**config.mk**
```make
export PLATFORM = sky130hd
export DESIGN_NAME = rs485_poll_master
export DESIGN_NICKNAME = d
export VERILOG_FILES = /design/src/rtl/rs485_pkg.sv /design/src/rtl/baud_nco.sv /design/src/rtl/rs485_poll_master.sv
export SDC_FILE = /design/constraint.sdc
export NUM_CORES = 1
export LEC_CHECK = 0
export BUFFER_PORTS_ARGS = -buffer_cell sky130_fd_sc_hd__buf_2
export CAP_MARGIN = 5
export CORE_UTILIZATION = 45
export CTS_BUF_LIST = sky130_fd_sc_hd__clkbuf_8
export DETAILED_ROUTE_END_ITERATION = 8
export GPL_TIMING_DRIVEN = 0
export PLACE_DENSITY = 0.63
export SKIP_CTS_REPAIR_TIMING = 1
export SYNTH_ARGS = -nofsm -noshare
export SYNTH_HDL_FRONTEND = slang
export SYNTH_SLANG_ARGS = --single-unit
```
**constraint.sdc**
```tcl
create_clock -name clk80MHz -period 5.3 [get_ports clk80MHz]
set_clock_uncertainty 0.1 [all_clocks]
set_input_delay 0.53 -clock clk80MHz [delete_from_list [all_inputs] [get_ports clk80MHz]]
set_output_delay 0.53 -clock clk80MHz [all_outputs]
set_load 0.005 [all_outputs]
```
**src/rtl/rs485_pkg.sv**
```systemverilog
// Shared types and defaults for the RS-485 polling master.
package rs485_pkg;

  localparam int DEF_BAUD_NUM = 3;
  localparam int DEF_BAUD_DEN = 50;
  localparam int DEF_RESP_LEN = 18;
  localparam int DEF_FIRST_TO = 64;
  localparam int DEF_GAP_TO   = 4;

  // Accumulator wide enough to hold acc+NUM without wrapping (acc < DEN).
  localparam int ACC_W = $clog2(DEF_BAUD_DEN + DEF_BAUD_NUM);

  typedef enum logic [2:0] {
    IDLE,
    TX_SETUP,
    TX_BYTE,
    TX_GUARD,
    RX_HUNT,
    RX_BYTE,
    FINISH
  } state_t;

  function automatic int acc_width(input int num, input int den);
    return $clog2(num + den);
  endfunction

endpackage

```
**src/rtl/baud_nco.sv**
```systemverilog
// Fractional baud-rate NCO: one tick every DEN/NUM clocks on average.
module baud_nco
  import rs485_pkg::*;
#(
  parameter int NUM = DEF_BAUD_NUM,
  parameter int DEN = DEF_BAUD_DEN
) (
  input  logic clk80MHz,
  input  logic rst,
  input  logic clr,
  input  logic preload_half,
  output logic tick
);

  localparam int W = acc_width(NUM, DEN);
  localparam logic [W-1:0] NUM_W  = W'(NUM);
  localparam logic [W-1:0] DEN_W  = W'(DEN);
  localparam logic [W-1:0] HALF_W = W'(DEN / 2);

  logic [W-1:0] acc;
  logic [W-1:0] sum;

  assign sum  = acc + NUM_W;
  // A clear or preload restarts the phase, so no tick leaks out on that clock.
  assign tick = !clr && !preload_half && (sum >= DEN_W);

  // Phase accumulator: wraps modulo DEN, restartable at zero or half a period.
  always_ff @(posedge clk80MHz or posedge rst) begin
    if (rst)                acc <= '0;
    else if (clr)           acc <= '0;
    else if (preload_half)  acc <= HALF_W;
    else if (sum >= DEN_W)  acc <= sum - DEN_W;
    else                    acc <= sum;
  end

endmodule

```
**src/rtl/rs485_poll_master.sv**
```systemverilog
// RS-485 polling master: sends one command byte, turns the bus around and
// stores a fixed-length 8N1 reply into a downstream frame buffer.
//
//   state    | meaning
//   IDLE     | waiting for start
//   TX_SETUP | driver on, line idle for one bit
//   TX_BYTE  | start bit and 8 data bits, LSB first
//   TX_GUARD | stop bit; bus turnaround at its end
//   RX_HUNT  | waiting for a start edge, timeout running
//   RX_BYTE  | sampling 10 bits mid-bit, then byte write
//   FINISH   | one-clock done pulse
module rs485_poll_master
  import rs485_pkg::*;
#(
  parameter int BAUD_NUM = DEF_BAUD_NUM,
  parameter int BAUD_DEN = DEF_BAUD_DEN,
  parameter int RESP_LEN = DEF_RESP_LEN,
  parameter int FIRST_TO = DEF_FIRST_TO,
  parameter int GAP_TO   = DEF_GAP_TO
) (
  input  logic       clk80MHz,
  input  logic       rst,
  input  logic       start,
  input  logic [7:0] cmd,
  input  logic       UART_RX,
  output logic       UART_TX,
  output logic       UART_dTX,
  output logic       UART_dRX,
  output logic       busy,
  output logic [7:0] rx_data,
  output logic [4:0] rx_addr,
  output logic       rx_we,
  output logic       done,
  output logic [4:0] rx_count,
  output logic       timeout_err,
  output logic       frame_err
);

  localparam int TO_MAX = (FIRST_TO > GAP_TO) ? FIRST_TO : GAP_TO;
  localparam int TO_W   = $clog2(TO_MAX + 1);
  localparam logic [TO_W-1:0] FIRST_LD = TO_W'(FIRST_TO);
  localparam logic [TO_W-1:0] GAP_LD   = TO_W'(GAP_TO);
  localparam logic [TO_W-1:0] TO_ONE   = TO_W'(1);
  localparam logic [4:0]      LAST_IDX = 5'(RESP_LEN - 1);

  state_t          state, state_nxt;
  logic            rx_s1, rx_s2, rx_prev;
  logic            rx_fall, accept, to_expire;
  logic            tx_tick, rx_tick;
  logic [8:0]      tx_sr;
  logic [7:0]      rx_sr;
  logic [3:0]      bit_cnt;
  logic [TO_W-1:0] to_cnt;

  assign accept    = (state == IDLE) && start;
  assign rx_fall   = rx_prev && !rx_s2;
  assign to_expire = tx_tick && (to_cnt == TO_ONE);

  baud_nco #(.NUM(BAUD_NUM), .DEN(BAUD_DEN)) u_tx_nco (
    .clk80MHz     (clk80MHz),
    .rst          (rst),
    .clr          (accept),
    .preload_half (1'b0),
    .tick         (tx_tick)
  );

  baud_nco #(.NUM(BAUD_NUM), .DEN(BAUD_DEN)) u_rx_nco (
    .clk80MHz     (clk80MHz),
    .rst          (rst),
    .clr          (1'b0),
    .preload_half ((state == RX_HUNT) && rx_fall),
    .tick         (rx_tick)
  );

  // Two-flop synchronizer plus one delay stage for falling-edge detection.
  always_ff @(posedge clk80MHz or posedge rst) begin
    if (rst) {rx_s1, rx_s2, rx_prev} <= 3'b111;
    else     {rx_s1, rx_s2, rx_prev} <= {UART_RX, rx_s1, rx_s2};
  end

  // State register.
  always_ff @(posedge clk80MHz or posedge rst) begin
    if (rst) state <= IDLE;
    else     state <= state_nxt;
  end

  // Next-state logic; an edge in RX_HUNT wins over a coincident timeout.
  always_comb begin
    state_nxt = state;
    case (state)
      IDLE:     if (start) state_nxt = TX_SETUP;
      TX_SETUP: if (tx_tick) state_nxt = TX_BYTE;
      TX_BYTE:  if (tx_tick && bit_cnt == 4'd8) state_nxt = TX_GUARD;
      TX_GUARD: if (tx_tick) state_nxt = RX_HUNT;
      RX_HUNT: begin
        if (rx_fall)        state_nxt = RX_BYTE;
        else if (to_expire) state_nxt = FINISH;
      end
      RX_BYTE: begin
        if (rx_we) begin
          state_nxt = (rx_addr == LAST_IDX) ? FINISH : RX_HUNT;
        end else if (rx_tick) begin
          if (bit_cnt == 4'd0 && rx_s2)       state_nxt = RX_HUNT;
          else if (bit_cnt == 4'd9 && !rx_s2) state_nxt = FINISH;
        end
      end
      FINISH:   state_nxt = IDLE;
      default:  state_nxt = IDLE;
    endcase
  end

  // Line and handshake outputs decoded from the current state.
  always_comb begin
    UART_TX  = 1'b1;
    UART_dTX = 1'b0;
    UART_dRX = 1'b1;
    busy     = 1'b0;
    done     = 1'b0;
    case (state)
      TX_SETUP, TX_GUARD: begin
        busy     = 1'b1;
        UART_dTX = 1'b1;
      end
      TX_BYTE: begin
        busy     = 1'b1;
        UART_dTX = 1'b1;
        UART_TX  = tx_sr[0];
      end
      RX_HUNT, RX_BYTE: begin
        busy     = 1'b1;
        UART_dRX = 1'b0;
      end
      FINISH:  done = 1'b1;
      default: ;
    endcase
  end

  // Shifters, bit counter, timeout down-counter and frame-buffer write port.
  always_ff @(posedge clk80MHz or posedge rst) begin
    if (rst) begin
      tx_sr       <= '1;
      rx_sr       <= '0;
      bit_cnt     <= '0;
      to_cnt      <= '0;
      rx_data     <= '0;
      rx_addr     <= '0;
      rx_count    <= '0;
      rx_we       <= 1'b0;
      timeout_err <= 1'b0;
      frame_err   <= 1'b0;
    end else begin
      rx_we <= 1'b0;
      if (rx_we) begin
        rx_addr  <= rx_addr + 5'd1;
        rx_count <= rx_count + 5'd1;
      end
      case (state)
        IDLE: if (start) begin
          tx_sr       <= {cmd, 1'b0};
          bit_cnt     <= '0;
          rx_addr     <= '0;
          rx_count    <= '0;
          timeout_err <= 1'b0;
          frame_err   <= 1'b0;
        end
        TX_BYTE: if (tx_tick) begin
          tx_sr   <= {1'b1, tx_sr[8:1]};
          bit_cnt <= bit_cnt + 4'd1;
        end
        TX_GUARD: if (tx_tick) to_cnt <= FIRST_LD;
        RX_HUNT: begin
          if (rx_fall)        bit_cnt     <= '0;
          else if (to_expire) timeout_err <= 1'b1;
          else if (tx_tick)   to_cnt      <= to_cnt - TO_ONE;
        end
        RX_BYTE: begin
          if (rx_we) begin
            to_cnt <= GAP_LD;
          end else if (rx_tick) begin
            bit_cnt <= bit_cnt + 4'd1;
            if (bit_cnt == 4'd9) begin
              if (rx_s2) begin
                rx_we   <= 1'b1;
                rx_data <= rx_sr;
              end else begin
                frame_err <= 1'b1;
              end
            end else begin
              rx_sr <= {rx_s2, rx_sr[7:1]};
            end
          end
        end
        default: ;
      endcase
    end
  end

endmodule

```
==> impl_results.md <==
* Fmax at 331 MHz
* Syn Nets at 407
* Iter 0 DRT Violations at 226
* Worst Reg-to-Reg Cells at 10
* Final Non-Filler Cells at 533
* Final Critical Period at 3020 ps
* GR Overflow Total at 0
* Clk slew on worst S/H paths at 70 ps
* FILL cells at 737
* Period utilization at 56.9%
* DR WL/cell at 14.1 um
* Worst Setup Start Kind: flip-flop
* Initial Utilization at 47.3%
* DR pass1 iterations at 4
* Post-Syn Area at 3710 um^2
* Placed cell count at 517
* Worst setup path start: u_rx_nco.acc[0]
* Total Wirelength at 7540 um
* Setup Viol. Count Final at 0
* Register area at 1690 um^2
* Placement Cell Area at 4030 um^2
* Post-synthesis sequential area ratio at 45.6%
* Ratio of cells with drive above 1 in the final layout at 23.4%
* Min-Delay Path Class: in2reg
* Max VDD drop at 256 uV
* Placer Congestion at 0.903
* Die footprint at 8620 um^2
* Status: finished clean
* # diodes at 0
* Critical path destination: bit_cnt[3]
* Multi-input gate area at 1890 um^2
* CTS Buf Count at 9
* Worst skew pair latency at 340 ps
* Post-synth ARST share at 100%
* RSZ-0062 raised after global routing: false
* PortBufs at 37
* Pin count of the biggest net entering global routing at 68
* Synthesized netlist cell count at 378
* H-tree levels at 3
* Dpl hpwl at 5470 um
* Worst-path fanout max at 8
* Sink Count at 67
* # rows at 32
* DR vias/cell at 5.41
* Core area at 7850 um^2
* Hold Vio Cnt, Final at 0
* IO Count at 38
* Buffer type at the clock tree root: clkbuf_8
* Fin area at 4250 um^2
* Top_reg_cell synth: dfrtp_1
* Reg-to-Reg Start: u_rx_nco.acc[0]
* R2r endpoint: bit_cnt[3]
* Vias at 2885
* DRC viols at 0
* LEAKAGE at 0.00197 uW
* Syn avg cell area at 9.82 um^2
* Worst Setup End Kind: flip-flop
* Antenna violation net count after detailed routing at 0
* Register bit total from synthesis at 67
* Die height at 92.8 um
* CP required at 5450 ps
* Worst reg2reg setup slack at 2280 ps
* Initial antenna violation count at 0
* All-Layer GR Usage at 18.8%
* Max clock buf depth at 2
* Synth warnings at 0
* Cell variety after synth at 58
* Nets@finish at 455
* Vias in the first global route at 2756
* Final TNS setup at 0 ps
* Post-synth EDFFs at 0
* CTS tree: yes
* First-pass GRT wire length at 12700 um
* Pwr Density at 539 nW/um^2
* Kind of critical path: reg2reg
* Arrival @ worst endpoint at 3170 ps
* Area Growth Syn to Fin at 14.5%
* Slew HR at 31.5%
* Final Max Tran Viols at 0
* Max-cap violations at 0
* Die Span X at 92.8 um
* Worst-Margin Slew at 1020 ps
registers in the layout (all words and copies together), names as in the netlist, 4 cells and up:
name          count
rx_addr           5
bit_cnt           4
rx_count          5
tx_sr             9
u_rx_nco.acc      6
rx_data           8
to_cnt            7
u_tx_nco.acc      6
rx_sr             8
report_power, final:
| part | leakage, uW | total (uW) | internal, uW | switching, uW |
|---|---|---|---|---|
| logic | 0.00102 | 978 | 425 | 553 |
| clock network | 0.000108 | 474 | 269 | 206 |
| registers | 0.000841 | 840 | 685 | 155 |
Yosys cell counts (all sizes together) (4+ instances only):
library cell	n	share of area, %
dfrtp	55	37
nand2	39	4.0
nor2	38	3.8
o21ai	33	4.4
mux2	19	5.9
ha	17	5.7
inv	16	1.6
a21oi	15	2.0
xor2	13	3.1
dfstp	12	8.5
nor3	11	1.6
clkbuf	8	0.81
mux2i	8	2.2
nand2b	8	1.3
nor2b	7	1.2
or3	7	1.2
buf	6	1.1
nand3b	6	1.2
xnor2	6	1.4
a211oi	5	1.0
nand4	5	0.84
a31oi	4	0.67
o31ai	4	0.94
cells by family (layout without fill, tap and decap cells):
| logic type | count (synthesis) | count (layout) | share of synthesized area, % |
|---|---|---|---|
| multiplexers | 27 | 27 | 8.02 |
| adder cells (fa/ha/maj) | 17 | 17 | 5.73 |
| buffers and inverters | 31 | 84 | 3.64 |
| AO/OA/AOI/OAI | 76 | 76 | 13.1 |
| AND/OR/NAND/NOR | 141 | 141 | 19.5 |
| flip-flops | 67 | 67 | 45.6 |
| XOR/XNOR | 19 | 19 | 4.48 |
critical path, stage by stage, from the launching register on:
cell,delay [ps]
dfrtp_1,460
inv_1,70
ha_1,190
clkbuf_1,190
nand4bb_1,160
a21oi_1,120
nor4_4,560
nor2_1,130
or3_1,480
or2_1,290
o31ai_1,190
layer usage:
metal  part of all wire [%]  global-route usage (%)  vias up
met3                    2.3                    3.61       12
met4                    1.6                    7.69        0
met2                     49                    31.7       43
li1                       -                       -     1416
met1                     47                    23.6     1414
met5                      0                       0        -
stage by stage:
| stage | worst slack (ps) | power (uW) | util, % | hold WS (ps) |
|---|---|---|---|---|
| final | 2280 | 2290 | 54.2 | 181 |
| after floorplan | 2760 | 1560 | - | 245 |
| after global placement | 2140 | 1790 | 51.3 | 246 |
| after global routing | 2050 | 2490 | 54.2 | 164 |
| after detailed placement | 2260 | 1830 | 51.3 | 254 |
| after CTS | 2250 | 2310 | 54.2 | 164 |
how the worst min path moves through the flow:
| stage | slack, ps | to | cells past startpoint | start |
|---|---|---|---|---|
| after CTS | 160 | rx_s1 | 1 | UART_RX |
| after detailed placement | 250 | rx_s2 | 0 | rx_s1 |
| after floorplan | 250 | rx_s2 | 0 | rx_s1 |
| final | 180 | rx_s1 | 1 | UART_RX |
| after global routing | 160 | rx_s1 | 1 | UART_RX |
| after global placement | 250 | rx_s2 | 0 | rx_s1 |
cell type report:
cell class / instances / share of cell area [%]
multi-input combinational: 280 / 44.3
sequential: 67 / 39.8
timing repair buffer: 37 / 4.36
tap: 102 / 3.00
clock buffer: 9 / 2.91
clock inverter: 7 / 2.35
buffer: 14 / 1.68
inverter: 17 / 1.56
cells in the final DEF (no fill, tap or decap), drive strengths merged, types with 3 or more instances in the layout:
cell	netlist	layout
dfrtp	55	55
dfstp	12	12
nand2	39	39
nor3	11	11
xnor2	6	6
a21oi	15	15
a31oi	4	4
xor2	13	13
nand2b	8	8
a21o	3	3
or3	7	7
buf	6	43
mux2i	8	8
ha	17	17
nor3b	3	3
inv	16	18
nor4	3	3
nor2b	7	7
o31ai	4	4
nand4	5	5
and2	3	3
a211oi	5	5
nand3b	6	6
nor2	38	38
mux2	19	19
clkbuf	8	17
o21ai	33	33
nand3	3	3
(Power assumes the default switching activity.)
